## src/rtl/fixed_to_float_pkg.sv

```systemverilog
// Shared encodings, default widths and the packed float layout for the
// fixed-point to float converter.
package fixed_to_float_pkg;

   // Rounding-mode encodings as seen on the round_mode port.
   typedef enum logic [1:0] {
      RM_RNE = 2'b00,  // round to nearest, ties to even
      RM_RTZ = 2'b01,  // round toward zero
      RM_POS = 2'b10,  // round toward +infinity
      RM_NEG = 2'b11   // round toward -infinity
   } round_mode_e;

   // Default widths (binary32 output from a 32-bit fixed-point word).
   localparam int DEF_IN_W  = 32;
   localparam int DEF_EXP_W = 8;
   localparam int DEF_MAN_W = 23;
   localparam int DEF_BIAS  = 2**(DEF_EXP_W-1) - 1;

   // Packed float with the default widths: {sign, biased exponent, fraction}.
   typedef struct packed {
      logic                 sign;
      logic [DEF_EXP_W-1:0] exp;
      logic [DEF_MAN_W-1:0] frac;
   } float_t;

endpackage

```

## src/rtl/fixed_to_float_pipe_lead_one_detect.sv

```systemverilog
// Combinational priority encoder: index of the most significant set bit of
// mag_i, plus a flag for an all-zero input (index reads 0 in that case).
module lead_one_detect #(
   parameter int IN_W  = 32,
   parameter int POS_W = $clog2(IN_W)
) (
   input  logic [IN_W-1:0]  mag_i,
   output logic [POS_W-1:0] lead_o,
   output logic             zero_o
);

   // Scan upward so the highest set bit is the last one to write lead_o.
   always_comb begin
      // NOTE: every output gets a default first, so no path leaves one unassigned and no latch is inferred.
      lead_o = '0;
      zero_o = (mag_i == '0);
      for (int i = 0; i < IN_W; i++) begin
         if (mag_i[i]) lead_o = POS_W'(i);
      end
   end

endmodule

```

## src/rtl/fixed_to_float_pipe.sv

```systemverilog
// Three-stage fixed-point to IEEE-754 converter with valid/ready streaming.
// S1 forms sign/magnitude, S2 normalises, S3 rounds and packs. A single
// advance signal moves or holds the whole pipe.
module fixed_to_float_pipe
   import fixed_to_float_pkg::*;
#(
   parameter int IN_W  = DEF_IN_W,
   parameter int POS_W = $clog2(IN_W),
   parameter int EXP_W = DEF_EXP_W,
   parameter int MAN_W = DEF_MAN_W,
   parameter int BIAS  = 2**(EXP_W-1) - 1
) (
   input  logic                     clk,
   input  logic                     rst_n,
   input  logic                     in_valid,
   output logic                     in_ready,
   input  logic [IN_W-1:0]          targetnumber,
   input  logic [POS_W-1:0]         fixpointpos,
   input  logic                     is_signed,
   input  logic [1:0]               round_mode,
   output logic                     out_valid,
   input  logic                     out_ready,
   output logic [EXP_W+MAN_W:0]     result,
   output logic                     inexact
);

   localparam int OUT_W = 1 + EXP_W + MAN_W;
   localparam int E2    = EXP_W + 2;          // signed exponent working width
   localparam int NW    = IN_W + MAN_W + 1;   // normalised bits below the leading one
   localparam logic signed [E2-1:0] EXP_ZERO = '0;
   localparam logic signed [E2-1:0] EXP_MAX  = E2'((1 << EXP_W) - 1);

   logic adv;

   // Stage 1 registers
   logic              s1_valid_q;
   logic              s1_sign_q,  s1_sign_d;
   logic [IN_W-1:0]   s1_mag_q,   s1_mag_d;
   round_mode_e       s1_rm_q;
   logic [POS_W-1:0]  s1_pos_q;

   // Stage 2 registers
   logic                    s2_valid_q;
   logic                    s2_sign_q;
   logic                    s2_zero_q,   s2_zero_d;
   round_mode_e             s2_rm_q;
   logic [MAN_W-1:0]        s2_frac_q,   s2_frac_d;
   logic                    s2_guard_q,  s2_guard_d;
   logic                    s2_sticky_q, s2_sticky_d;
   logic signed [E2-1:0]    s2_exp_q,    s2_exp_d;

   // Stage 3 (output) registers
   logic              out_valid_q;
   logic [OUT_W-1:0]  result_q,  result_d;
   logic              inexact_q, inexact_d;

   logic [POS_W-1:0]  lead;
   logic              mag_zero;
   logic [NW-1:0]     norm;

   logic              inc;
   logic [MAN_W:0]    frac_sum;
   logic signed [E2-1:0] exp_r;

   // The whole pipe moves unless a result is waiting on a stalled sink.
   assign adv       = !out_valid_q | out_ready;
   assign in_ready  = adv;
   assign out_valid = out_valid_q;
   assign result    = result_q;
   assign inexact   = inexact_q;

   // S1: sign and magnitude; -2^(IN_W-1) negates to itself, which reads
   // correctly as an unsigned magnitude.
   always_comb begin
      s1_sign_d = is_signed & targetnumber[IN_W-1];
      s1_mag_d  = s1_sign_d ? (~targetnumber + IN_W'(1)) : targetnumber;
   end

   // S1 register: capture the operand together with its mode and binary point.
   always_ff @(posedge clk or negedge rst_n) begin
      // NOTE: non-blocking assignments so each stage samples the previous stage's old value on the same edge.
      if (!rst_n) begin
         s1_valid_q <= 1'b0;
         s1_sign_q  <= 1'b0;
         s1_mag_q   <= '0;
         s1_rm_q    <= RM_RNE;
         s1_pos_q   <= '0;
      end else if (adv) begin
         s1_valid_q <= in_valid;
         s1_sign_q  <= s1_sign_d;
         s1_mag_q   <= s1_mag_d;
         s1_rm_q    <= round_mode_e'(round_mode);
         s1_pos_q   <= fixpointpos;
      end
   end

   lead_one_detect #(
      .IN_W  (IN_W),
      .POS_W (POS_W)
   ) u_lod (
      .mag_i  (s1_mag_q),
      .lead_o (lead),
      .zero_o (mag_zero)
   );

   // S2: shift the leading one just out of the top so the remaining bits are
   // fraction, guard and sticky in that order; the low padding keeps this
   // valid when the input is narrower than the fraction.
   always_comb begin
      norm        = {s1_mag_q, {(MAN_W+1){1'b0}}} << (IN_W - int'(lead));
      s2_frac_d   = norm[NW-1 -: MAN_W];
      s2_guard_d  = norm[IN_W];
      s2_sticky_d = |norm[IN_W-1:0];
      s2_zero_d   = mag_zero;
      s2_exp_d    = E2'(BIAS) + E2'(lead) - E2'(s1_pos_q);
   end

   // S2 register: normalised fraction, rounding bits and unbiased-checked exponent.
   always_ff @(posedge clk or negedge rst_n) begin
      if (!rst_n) begin
         s2_valid_q  <= 1'b0;
         s2_sign_q   <= 1'b0;
         s2_zero_q   <= 1'b0;
         s2_rm_q     <= RM_RNE;
         s2_frac_q   <= '0;
         s2_guard_q  <= 1'b0;
         s2_sticky_q <= 1'b0;
         s2_exp_q    <= '0;
      end else if (adv) begin
         s2_valid_q  <= s1_valid_q;
         s2_sign_q   <= s1_sign_q;
         s2_zero_q   <= s2_zero_d;
         s2_rm_q     <= s1_rm_q;
         s2_frac_q   <= s2_frac_d;
         s2_guard_q  <= s2_guard_d;
         s2_sticky_q <= s2_sticky_d;
         s2_exp_q    <= s2_exp_d;
      end
   end

   // S3: round, renormalise on fraction carry-out, then saturate or flush.
   always_comb begin
      case (s2_rm_q)
         RM_RNE:  inc = s2_guard_q & (s2_sticky_q | s2_frac_q[0]);
         RM_RTZ:  inc = 1'b0;
         RM_POS:  inc = !s2_sign_q & (s2_guard_q | s2_sticky_q);
         RM_NEG:  inc = s2_sign_q & (s2_guard_q | s2_sticky_q);
         default: inc = 1'b0;
      endcase
      frac_sum  = {1'b0, s2_frac_q} + (MAN_W+1)'(inc);
      exp_r     = s2_exp_q + E2'(frac_sum[MAN_W]);
      result_d  = {s2_sign_q, exp_r[EXP_W-1:0], frac_sum[MAN_W-1:0]};
      inexact_d = s2_guard_q | s2_sticky_q;
      if (s2_zero_q) begin
         result_d  = '0;
         inexact_d = 1'b0;
      end else if (exp_r >= EXP_MAX) begin
         result_d  = {s2_sign_q, {EXP_W{1'b1}}, {MAN_W{1'b0}}};
         inexact_d = 1'b1;
      end else if (exp_r <= EXP_ZERO) begin
         result_d  = {s2_sign_q, {(EXP_W+MAN_W){1'b0}}};
         inexact_d = 1'b1;
      end
   end

   // S3 register: presented result, held while the sink stalls.
   always_ff @(posedge clk or negedge rst_n) begin
      if (!rst_n) begin
         out_valid_q <= 1'b0;
         result_q    <= '0;
         inexact_q   <= 1'b0;
      end else if (adv) begin
         out_valid_q <= s2_valid_q;
         result_q    <= result_d;
         inexact_q   <= inexact_d;
      end
   end

endmodule

```

## config.mk

```make
export PLATFORM = sky130hd
export DESIGN_NAME = fixed_to_float_pipe
export DESIGN_NICKNAME = d
export VERILOG_FILES = /design/src/rtl/fixed_to_float_pkg.sv /design/src/rtl/fixed_to_float_pipe_lead_one_detect.sv /design/src/rtl/fixed_to_float_pipe.sv
export SDC_FILE = /design/constraint.sdc
export NUM_CORES = 1
export LEC_CHECK = 0
export CAP_MARGIN = 5
export CORE_UTILIZATION = 35
export CTS_CLUSTER_DIAMETER = 40
export CTS_CLUSTER_SIZE = 40
export DETAILED_ROUTE_END_ITERATION = 10
export GPL_ROUTABILITY_DRIVEN = 0
export GPL_TIMING_DRIVEN = 0
export SLEW_MARGIN = 20
export SYNTH_ARGS = -nofsm -noshare
export SYNTH_HDL_FRONTEND = slang
export SYNTH_HIERARCHICAL = 1
export SYNTH_SLANG_ARGS = --single-unit
```

## constraint.sdc

```tcl
create_clock -name clk -period 10.3 [get_ports clk]
set_input_delay 3.09 -clock clk [delete_from_list [all_inputs] [get_ports clk]]
set_output_delay 3.09 -clock clk [all_outputs]
set_load 0.05 [all_outputs]
```

Word level (Yosys, flattened, before mapping) --
Cells that the tools add are included.
Word-level totals: logic and storage cells 80, register bits 115, input bits 44, output and inout bits 35
Operators by class: $lt $le $gt $ge 2, equal/unequal tests 3, reductions and logical operators 5, mux-type cells 39, add/sub/neg operators 6, shift operators 1, bitwise gates (word level) 8
Operator list (number):
- $mux W5 | 16
- $mux W32 | 2
- $mux W31 | 2
- $shl A56 B32 Y56 | 1
- $add A32 B1 Y32 const B | 1
- $logic_not A32 Y1 | 1
- $mux W4 | 8
- $not A32 Y32 | 1
- $reduce_or A32 Y1 | 1
- $add A23 B1 Y24 | 1
- $mux W3 | 4
- $add A10 B1 Y10 | 1
- $ge A10 B9 Y1 const B | 1
- $le A10 B1 Y1 const B | 1
- $sub A8 B5 Y9 | 1
- $add A7 B5 Y8 const A | 1
- $sub A6 B5 Y7 const A | 1
- $and A1 B1 Y1 | 4
- $eq A2 B2 Y1 const B | 2
- $mux W1 | 4
- $mux W2 | 2
- $pmux W1 S4 | 1
- $or A1 B1 Y1 | 3
- $eq A2 B1 Y1 const B | 1
- other kinds (2) | 3

Longest topological paths before layout --
word-level depth 34, mapped depth 17

Hierarchy --
The synthesis kept the hierarchy.
By module, submodules not included:
- fixed_to_float_pipe | cells an instance 783, times used 1, area each 7492.2 um2
- lead_one_detect | cells an instance 65, times used 1, area each 334.1 um2

Worst setup path before layout --
Ideal clock, no wire load.
path type input -> output, from input port out_ready, to output port in_ready, path buffers 2, stages on the path 4, required time 7210 ps, data arrival time 4038 ps, slack 3172 ps, path through nor2b_1 buf_2 clkinv_1 clkbuf_1
On the way: longest elaborated chain between the ends 1
RTL lines:
- start: declaration | RTL line fixed_to_float_pipe.sv:22 | input logic out_ready,
- $or A1 B1 Y1 | RTL line fixed_to_float_pipe.sv:66 | assign adv = !out_valid_q | out_ready;
- end: declaration | RTL line fixed_to_float_pipe.sv:16 | output logic in_ready,
No other way between the ends.

Final worst setup path --
Ends and elaborated chain as after synthesis.

==> impl_metrics.tcl <==
set metrics [dict create \
    outcome "complete, no violations" \
    cts_tree "yes" \
    post_place_setup_slack_ps 1710 \
    final_cell_count_no_fill 1240 \
    post_dp_cell_area_mm2 0.00899 \
    worst_skew_pair.late_latency_ps 420 \
    power_density_mw_per_mm2 330 \
    final_layout_size_suffix_gt1_share_pct 11.3 \
    synth-seq-cells 113 \
    post_cts_hold_buffer_count 0 \
    clk_pin_slew_worst_paths_ps 60 \
    cap_violations 0 \
    synth_fp_nets 904 \
    synthesis.area_mm2 0.00783 \
    timing.critical_path.fanout_max 10 \
    rows 54 \
    layout_setup_ws_ps 1730 \
    tcrit_tclk_final_pct 83.2 \
    post_cts_resized 0 \
    fin_worst_hold_slack_ps 468 \
    drtAntennaViolNets 0 \
    hold_class "flop to flop" \
    floorplan.die_area_mm2 0.0230 \
    nets 1003 \
    setup_total_negative_slack_ps 0 \
    number_of_enable_flip_flop_cells_after_synthesis 0 \
    remaining_drc_errors 0 \
    postCtsSetupBuffers 0 \
    dp.cells 1208 \
    layout-area-overhead-vs-synth_pct 23.3 \
    finalInstanceArea_mm2 0.00965 \
    drtPass1Iterations 5 \
    yosysMostFrequentCell "sky130_fd_sc_hd__nand2_1" \
    worst_setup_path_start_kind "primary input" \
    report.final.slew_viol_count 0 \
    clk_root_buffer_cell "sky130_fd_sc_hd__clkbuf_16" \
    post-dp-hpwl_mm 16.2 \
    fmax_mhz 117 \
    critPathRequiredTime_ps 7210 \
    yosys_warnings 6 \
    grt_antenna_before_repair 0 \
    synth_cells 848 \
    drt-total-wl_mm 21.2 \
    p_total_mw 3.19 \
    initial_core_util_pct 35.8 \
    finalSetupViolations 0 \
    routedWlPerCell_um 17.1 \
    maxSlewHeadroom_pct 51.1 \
    synth_common_cells "sky130_fd_sc_hd__nand2_1 (129), sky130_fd_sc_hd__dfrtp_1 (113), sky130_fd_sc_hd__o21ai_0 (57)" \
    port_buffers 78 \
    grt_overflow_total 0 \
    worstSetupPathType "primary input to output pin" \
    post_syn_area_per_cell_um2 9.23 \
    die_width_um 152 \
    synth.yosys.seq_area_share_pct 36.1 \
    r2r_cells 17 \
    clock_skew_ps 17.0 \
    synth_cell_types 69 \
    holdCritStartpoint "s1_valid_q" \
    final_hold_viol_count 0 \
    nFillCells 2178 \
    top_level_ports 79 \
    fin_crit_ps 8570 \
    die_h_um 152 \
    post_drt_via_cell_ratio 5.45 \
    grt_setup_unrepaired "no" \
    gr-usage-all-layers_pct 19.7 \
    worstReg2RegStart "s1_mag_q[12]" \
    drt_first_iter_violations 501 \
    synth-async-reset-ratio_pct 100 \
    vdd_drop_max_uv 123 \
    utilization_pct 44.1 \
    dr_total_vias 6755 \
    cts_max_level 4 \
    cts_max_path_buffers 2 \
    first_global_vias 6573 \
    tightestPinTransition_ps 734 \
    worstPathArrival_ps 5480 \
    cts_made_buffers 17 \
    cts.sinks 113 \
    timing.critical_path.to_type "output pin" \
    wire_length_of_the_first_global_routing_pass_mm 35.0 \
    yosysTopAreaCell "sky130_fd_sc_hd__dfrtp_1" \
    timing.hold.worst_path_depth 2 \
    startpoint "out_ready" \
    cellLeakagePower_nw 3.91 \
    grt_start_max_net_pins 67 \
    top_ff_cell_synth "sky130_fd_sc_hd__dfrtp_1" \
    ys_top_cells_by_area "sky130_fd_sc_hd__dfrtp_1 (36%), sky130_fd_sc_hd__mux4_2 (6.9%), sky130_fd_sc_hd__nand2_1 (6.2%), sky130_fd_sc_hd__xnor2_1 (4.6%), sky130_fd_sc_hd__o21ai_0 (3.6%)" \
    synth_largest_type_area_fraction_pct 36.1 \
    core-area_mm2 0.0219 \
    diodes 0 \
]
==> placed cells by master, fill, tap and decap left out, types with 6 or more instances in the layout <==
cell	synthesis	final
sky130_fd_sc_hd__xor2_1	20	20
sky130_fd_sc_hd__nand2_1	129	129
sky130_fd_sc_hd__o31ai_1	26	26
sky130_fd_sc_hd__nor3_1	27	27
sky130_fd_sc_hd__buf_2	14	14
sky130_fd_sc_hd__mux2_2	10	10
sky130_fd_sc_hd__and2_1	6	6
sky130_fd_sc_hd__inv_1	31	31
sky130_fd_sc_hd__clkbuf_16	0	17
sky130_fd_sc_hd__mux4_2	24	24
sky130_fd_sc_hd__xnor2_1	41	41
sky130_fd_sc_hd__nor4_1	12	12
sky130_fd_sc_hd__mux2i_1	26	26
sky130_fd_sc_hd__nand4_1	11	11
sky130_fd_sc_hd__dfrtp_1	113	113
sky130_fd_sc_hd__nand3_1	24	24
sky130_fd_sc_hd__a211oi_1	13	13
sky130_fd_sc_hd__a31oi_1	12	12
sky130_fd_sc_hd__ha_1	11	11
sky130_fd_sc_hd__a21oi_1	29	29
sky130_fd_sc_hd__o21ai_0	57	56
sky130_fd_sc_hd__nor2_1	54	54
sky130_fd_sc_hd__a22o_1	7	7
sky130_fd_sc_hd__nand2b_1	6	6
sky130_fd_sc_hd__a221o_1	17	17
sky130_fd_sc_hd__clkdlybuf4s50_1	0	77
sky130_fd_sc_hd__buf_4	9	10
sky130_fd_sc_hd__clkbuf_1	29	29
==> final timing paths <==
check | to | slack [ps]
max | in_ready | 1730
min | s1_valid_q | 470
max reg2reg | s2_frac_q[21] | 5470
min reg2reg | s1_valid_q | 470
max in group asynchronous | s1_mag_q[1] | 7010
min in group asynchronous | s1_sign_q | 2610
==> worst max-delay path, stage by stage <==
cell,delay [ps]
sky130_fd_sc_hd__clkdlybuf4s50_1,450
sky130_fd_sc_hd__nor2b_1,40
sky130_fd_sc_hd__buf_2,210
sky130_fd_sc_hd__clkinv_1,210
sky130_fd_sc_hd__clkbuf_1,540
sky130_fd_sc_hd__clkdlybuf4s50_1,920
==> metal layers <==
layer	vias to the layer above	wire (um)	GRT usage (%)
li1	3319	-	-
met1	3229	10100	26.2
met2	173	9880	32.0
met3	34	754	3.02
met4	0	516	8.27
met5	-	0	0
==> registers in the layout (all words and copies together) (netlist names) <==
name and count:
s2_valid_q 1, s1_valid_q 1, s2_sticky_q 1, s2_rm_q 2, s1_sign_q 1, s1_mag_q 32
s1_pos_q 5, out_valid 1, inexact 1, s2_frac_q 23, s2_sign_q 1, s1_rm_q 2
s2_exp_q 8, result 32, s2_guard_q 1, s2_zero_q 1
==> area by class of cell <==
class | instances | area, um2 | share of cell area, %
clock inverters | 11 | 176 | 1.83
plain buffers | 57 | 288 | 2.98
well taps | 280 | 350 | 3.63
clock buffers | 21 | 480 | 4.98
multi-input cells | 646 | 4590 | 47.6
flip-flops and latches | 113 | 2830 | 29.3
repair buffers | 80 | 817 | 8.47
inverters | 32 | 120 | 1.24
==> cell families after synthesis <==
logic type	synth area share (%)
simple gates	18.3
compound gates	18.2
flops	36.1
buf+inv	5.21
mux	13.0
xor+xnor	7.18
fa+ha+maj	2.01
==> power breakdown <==
part	internal, mW	switching, mW	total [mW]	leakage (nW)
sequential	0.623	0.199	0.822	1.37
combinational	0.737	0.979	1.72	2.23
clock	0.432	0.217	0.648	0.308
total	1.79	1.39	3.19	3.91
Note: power is estimated with default switching activity, not from simulation.
==> patch 1, RTL diff (same settings) <==
Register the inputs `targetnumber` and `round_mode` before use. The logic sees them one clock later. The other inputs are not delayed to match.
--- a/src/rtl/fixed_to_float_pipe.sv
+++ b/src/rtl/fixed_to_float_pipe.sv
@@ -30,4 +30,12 @@
    localparam logic signed [E2-1:0] EXP_ZERO = '0;
    localparam logic signed [E2-1:0] EXP_MAX  = E2'((1 << EXP_W) - 1);
+
+   logic [IN_W-1:0] targetnumber_q;
+   logic [1:0] round_mode_q;
+
+   always_ff @(posedge clk) begin
+      targetnumber_q <= targetnumber;
+      round_mode_q   <= round_mode;
+   end
 
    logic adv;
@@ -73,6 +81,6 @@
    // correctly as an unsigned magnitude.
    always_comb begin
-      s1_sign_d = is_signed & targetnumber[IN_W-1];
-      s1_mag_d  = s1_sign_d ? (~targetnumber + IN_W'(1)) : targetnumber;
+      s1_sign_d = is_signed & targetnumber_q[IN_W-1];
+      s1_mag_d  = s1_sign_d ? (~targetnumber_q + IN_W'(1)) : targetnumber_q;
    end
 
@@ -90,5 +98,5 @@
          s1_sign_q  <= s1_sign_d;
          s1_mag_q   <= s1_mag_d;
-         s1_rm_q    <= round_mode_e'(round_mode);
+         s1_rm_q    <= round_mode_e'(round_mode_q);
          s1_pos_q   <= fixpointpos;
       end
Formal check against the unedited RTL: not equivalent (Yosys sat finds a counterexample within 4 cycles, from zero or initial values and one cycle with rst_n low).
==> patch 1 against the unedited design <==
  * Worst setup slack worse by 670 ps
  * Sequential share of layout area is 4.4 points higher
  * Clock skew is 2.7 ps lower
  * Power is 3.8% higher
  * Final area is 7.8% higher
  * Final cell count is 9.9% higher
  * Area after synthesis is 10% higher
  * Die area is 9.9% higher
  * Wire length is 11% higher
  * Sequential cell count is 34 higher
==> patch 1: results (changes against the unedited design) <==
global_routing:
  grtUsageMet2_pct: 30.4  # -1.7 points
  grt_pass1_vias: 7017  # +6.8%
  grt_pass1_wl_mm: 38.4  # +9.7%
  met3_usage_pct: 4.05  # +1.0 points
  globalRouteTotalUtil_pct: 19.3  # -0.45 points
  use_met1_pct: 25.5  # -0.62 points
  grt_max_degree: 70  # +4.5%
pwr:
  vdd_drop_max_v: 0.000143  # +16%
  leakagePower_nw: 4.09  # +4.7%
worst_setup_path:
  ff2ff_setup_slack_ps: 4970  # -500 ps
  r2r-start: "s1_mag_q[14]"
  reg2reg_to: "s2_frac_q[19]"
  critical_path_arrival_ps: 6150  # +670 ps
  crit_slowest_cell: "clkdlybuf4s50_1"
  rr_worst_depth: 16  # -1
synth:
  netlist_top_cells_count: "nand2_1 (160), dfrtp_1 (113), nor2_1 (54)"
  synth.avg_cell_area_um2: 9.28  # +0.55%
  synth.area.top_cells: "dfrtp_1 (33%), dfxtp_1 (7.9%), nand2_1 (7.0%)"
  yosys.cell_count.top_type: "nand2_1"
  synthesis.nets: 984  # +8.8%
  seq_area_frac_synth_pct: 40.7  # +4.6 points
  synth_cell_type_count: 70  # +1.4%
  ys.flop_type: "dfrtp_1"
  async_flop_share_pct: 76.9  # -23 points
drt:
  wl_met1_mm: 10.6  # +5.8%
  met3_length_mm: 1.37  # +82%
  dr.pass1.iters: 8  # +3
  wl_per_cell_um: 17.3  # +1.2%
  drt_iter0_markers: 475  # -5.2%
final_layout:
  area_growth_pct: 20.8
  nFillCells: 2453  # +13%
  final_cell_count_no_fill: 1363  # +9.9%
run_status:
  status: "finished clean"
place:
  dp_hpwl_mm: 17.8  # +9.8%
  dpl_cell_area_um2: 9830  # +9.3%
  place_ws_ps: 1030  # -688 ps
  place.port_buffers: 78  # unchanged
timing:
  finClkSkew_ps: 14.4  # -2.66 ps
  fin_hold_ws_ps: 418  # -50.1 ps
  slew_headroom_pct: 25.9  # -25 points
patch 1: cell types whose count changed after synthesis, moves of 7 or more:
cell      delta
nand2b_1     +9
dfxtp_1     +34
xor2_1      +10
o211ai_1     +8
buf_4        -7
mux2_2      +14
a211oi_1     -7
xnor2_1     -10
inv_1        -7
nand2_1     +31
nand3_1     +11
a221o_1      -8
patch 1: power by group:
| group | internal, mW | switching (mW) | total (mW) |
|---|---|---|---|
| combinational | 0.712 | 1.02 | 1.74 |
| sequential | 0.763 | 0.204 | 0.967 |
| clock | 0.352 | 0.252 | 0.604 |
patch 1: logic make-up (layout without fill, tap and decap cells):
logic type	Yosys count	in the layout	share of synthesized area (%)
buffers and inverters	76	187	3.81
multiplexers	68	68	11.3
flip-flops	147	147	40.7
AND/OR/NAND/NOR	361	361	19.8
adder cells (fa/ha/maj)	12	12	1.83
XOR/XNOR	62	62	6.39
AO/OA/AOI/OAI	202	202	16.2
patch 1: how the worst min path moves through the flow:
stage                    start         end  cells past startpoint
6_report       round_mode_q[0]  s1_rm_q[0]                      2
5_1_grt        round_mode_q[0]  s1_rm_q[0]                      2
4_1_cts        round_mode_q[0]  s1_rm_q[0]                      2
3_5_place_dp   round_mode_q[0]  s1_rm_q[0]                      2
3_3_place_gp   round_mode_q[0]  s1_rm_q[0]                      2
2_1_floorplan  round_mode_q[0]  s1_rm_q[0]                      2
patch 1: layout make-up:
class / instances / area share (%)
multi-input cells: 705 / 45.9
flip-flops and latches: 147 / 33.7
repair buffers: 79 / 7.78
clock buffers: 23 / 4.91
well taps: 324 / 3.90
plain buffers: 52 / 2.29
inverters: 24 / 0.866
clock inverters: 9 / 0.637
==> patch 2, RTL diff (config.mk and constraints unchanged) <==
Made on the original files. `DEF_EXP_W`: 8 -> 7.
--- a/src/rtl/fixed_to_float_pkg.sv
+++ b/src/rtl/fixed_to_float_pkg.sv
@@ -13,5 +13,5 @@
    // Default widths (binary32 output from a 32-bit fixed-point word).
    localparam int DEF_IN_W  = 32;
-   localparam int DEF_EXP_W = 8;
+   localparam int DEF_EXP_W = 7;
    localparam int DEF_MAN_W = 23;
    localparam int DEF_BIAS  = 2**(DEF_EXP_W-1) - 1;
Ports: changed (resized result); port bits go from 79 to 78. No check against the original RTL was run, so the function may have changed too.
==> patch 2 against the unedited design <==
  * Power is 12% lower
  * Highest routed layer unchanged
  * Area after synthesis is 2.7% lower
  * Final area is 6.2% lower
  * Critical path depth is 1 higher
  * Critical endpoint unchanged
  * Core utilization is 1.3 points lower
  * Clock skew is 3.4 ps lower
  * Wire length is 1.3% higher
  * Sequential share of layout area is 1.4 points higher
  * Synthesized cell count is 0.94% higher
  * Worst setup slack worse by 730 ps
  * Non-clock buffer count is 5 lower
  * Sequential cell count is 2 lower
==> patch 2: results (changes against the unedited design) <==
timing:
  finClkSkew_ps: 13.6  # -3.41 ps
  fin_hold_ws_ps: 465  # -2.56 ps
  slew_headroom_pct: 48.9  # -2.1 points
  final.period_utilization_pct: 90.2  # +7.1 points
worst_setup_path:
  critical_path.startpoint: "out_ready"
  r2r-start: "s1_mag_q[14]"
  ff2ff_setup_slack_ps: 5330  # -140 ps
  reg2reg_to: "s2_frac_q[9]"
  crit_slowest_cell: "clkdlybuf4s50_1"
  critical_path_arrival_ps: 6200  # +720 ps
  rr_worst_depth: 15  # -2
  crit_path_max_incr_delay_ps: 920  # about the same
clocking:
  htreeDepth: 3  # -1
  clk_latency_ps: 370  # -50 ps
  cts-buffers-inserted: 9  # -8
  cts_resized: 0  # unchanged
  cts_setup_buffers: 0  # unchanged
  path_clk_slew_ps: 90  # +30 ps
final_layout:
  regMostFlops: "s1_mag_q"
  area_growth_pct: 18.8
  antennaDiodeCount: 0  # unchanged
  finalNetCount: 1001  # -0.20%
  drive_above_1_share_pct: 8.53  # -2.7 points
  nFillCells: 2142  # -1.7%
place:
  dpl.cell_count: 1209  # +0.083%
  dp_hpwl_mm: 16.3  # +0.59%
  dpl_cell_area_um2: 8760  # -2.6%
  place_ws_ps: 998  # -717 ps
  place.port_buffers: 77  # -1.3%
synth:
  synth_cell_type_count: 68  # -1.4%
  netlist_top_cells_count: "nand2_1 (154), dfrtp_1 (111), nor2_1 (48)"
  ys.flop_type: "dfrtp_1"
  synth_warnings: 6  # unchanged
  seq_area_frac_synth_pct: 36.5  # +0.34 points
  synth.avg_cell_area_um2: 8.90  # -3.6%
  async_flop_share_pct: 100  # unchanged
  synthesis.nets: 912  # +0.88%
  synth.area.top_cells: "dfrtp_1 (36%), mux4_2 (7.7%), nand2_1 (7.6%)"
  synth_edf_count: 0  # unchanged
run_status:
  status: "finished clean"
drt:
  wl_per_cell_um: 17.5  # +2.5%
  vias_per_cell: 5.54  # +1.7%
  drt_iter0_markers: 560  # +12%
  dr_total_vias: 6786  # +0.46%
pwr:
  leakagePower_nw: 3.68  # -5.9%
  vdd_drop_max_v: 0.000106  # -13%
global_routing:
  antenna_found_initial: 0  # unchanged
  grt_pass1_vias: 6480  # -1.4%
  globalRouteTotalUtil_pct: 20.3  # +0.57 points
  grt_max_degree: 78  # +16%
  grt_pass1_wl_mm: 35.4  # +1.3%
worst_hold_path:
  hp-class: "reg2reg"
  hp-start: "s2_valid_q"
  min_to: "s2_valid_q"
[patch 2: cell type report]
cell class	instances	area share, %
Buffer	54	2.57
Clock buffer	9	2.49
Clock inverter	7	0.733
Inverter	32	1.33
Multi-Input combinational cell	659	49.6
Sequential cell	111	30.7
Tap cell	275	3.80
Timing Repair Buffer	78	8.83
[patch 2: worst register-to-register path: cells and delay by family (launching register included)]
kind                     cells  cell delay (ps)
AO/OA/AOI/OAI                5             1290
adder cells (fa/ha/maj)      1              270
buffers and inverters        5             1370
flip-flops                   1              500
multiplexers                 2              990
AND/OR/NAND/NOR              2              460
[patch 2: how the worst max path moves through the flow]
stage / end / depth (start not counted)
floorplan: in_ready / 5
global placement: in_ready / 7
detailed placement: in_ready / 7
CTS: in_ready / 7
global route: in_ready / 7
finish: in_ready / 7
[patch 2: cells by family (layout without fill, tap and decap cells)]
| family | after synthesis | in the layout | share of synthesized area (%) |
|---|---|---|---|
| and+or+nand+nor | 324 | 324 | 20.1 |
| AOI/OAI and AO/OA | 204 | 204 | 17.6 |
| DFF | 111 | 111 | 36.5 |
| buffers and inverters | 86 | 180 | 4.63 |
| xor gates and xnor gates | 61 | 61 | 7.11 |
| muxes | 58 | 58 | 12.0 |
| adders and majority gates | 12 | 12 | 2.07 |
[patch 2: power by group]
| part | leakage, nW | switching (mW) | internal [mW] |
|---|---|---|---|
| logic | 2.19 | 0.963 | 0.676 |
| registers | 1.34 | 0.199 | 0.611 |
| clock network | 0.141 | 0.179 | 0.170 |
[patch 2: layer usage]
| metal | track usage [%] | part of all wire, % | vias up |
|---|---|---|---|
| met2 | 31.8 | 45 | 209 |
| li1 | - | - | 3303 |
| met4 | 9.34 | 3.3 | 0 |
| met3 | 2.23 | 4.5 | 38 |
| met5 | 0 | 0 | - |
| met1 | 28.0 | 47 | 3236 |
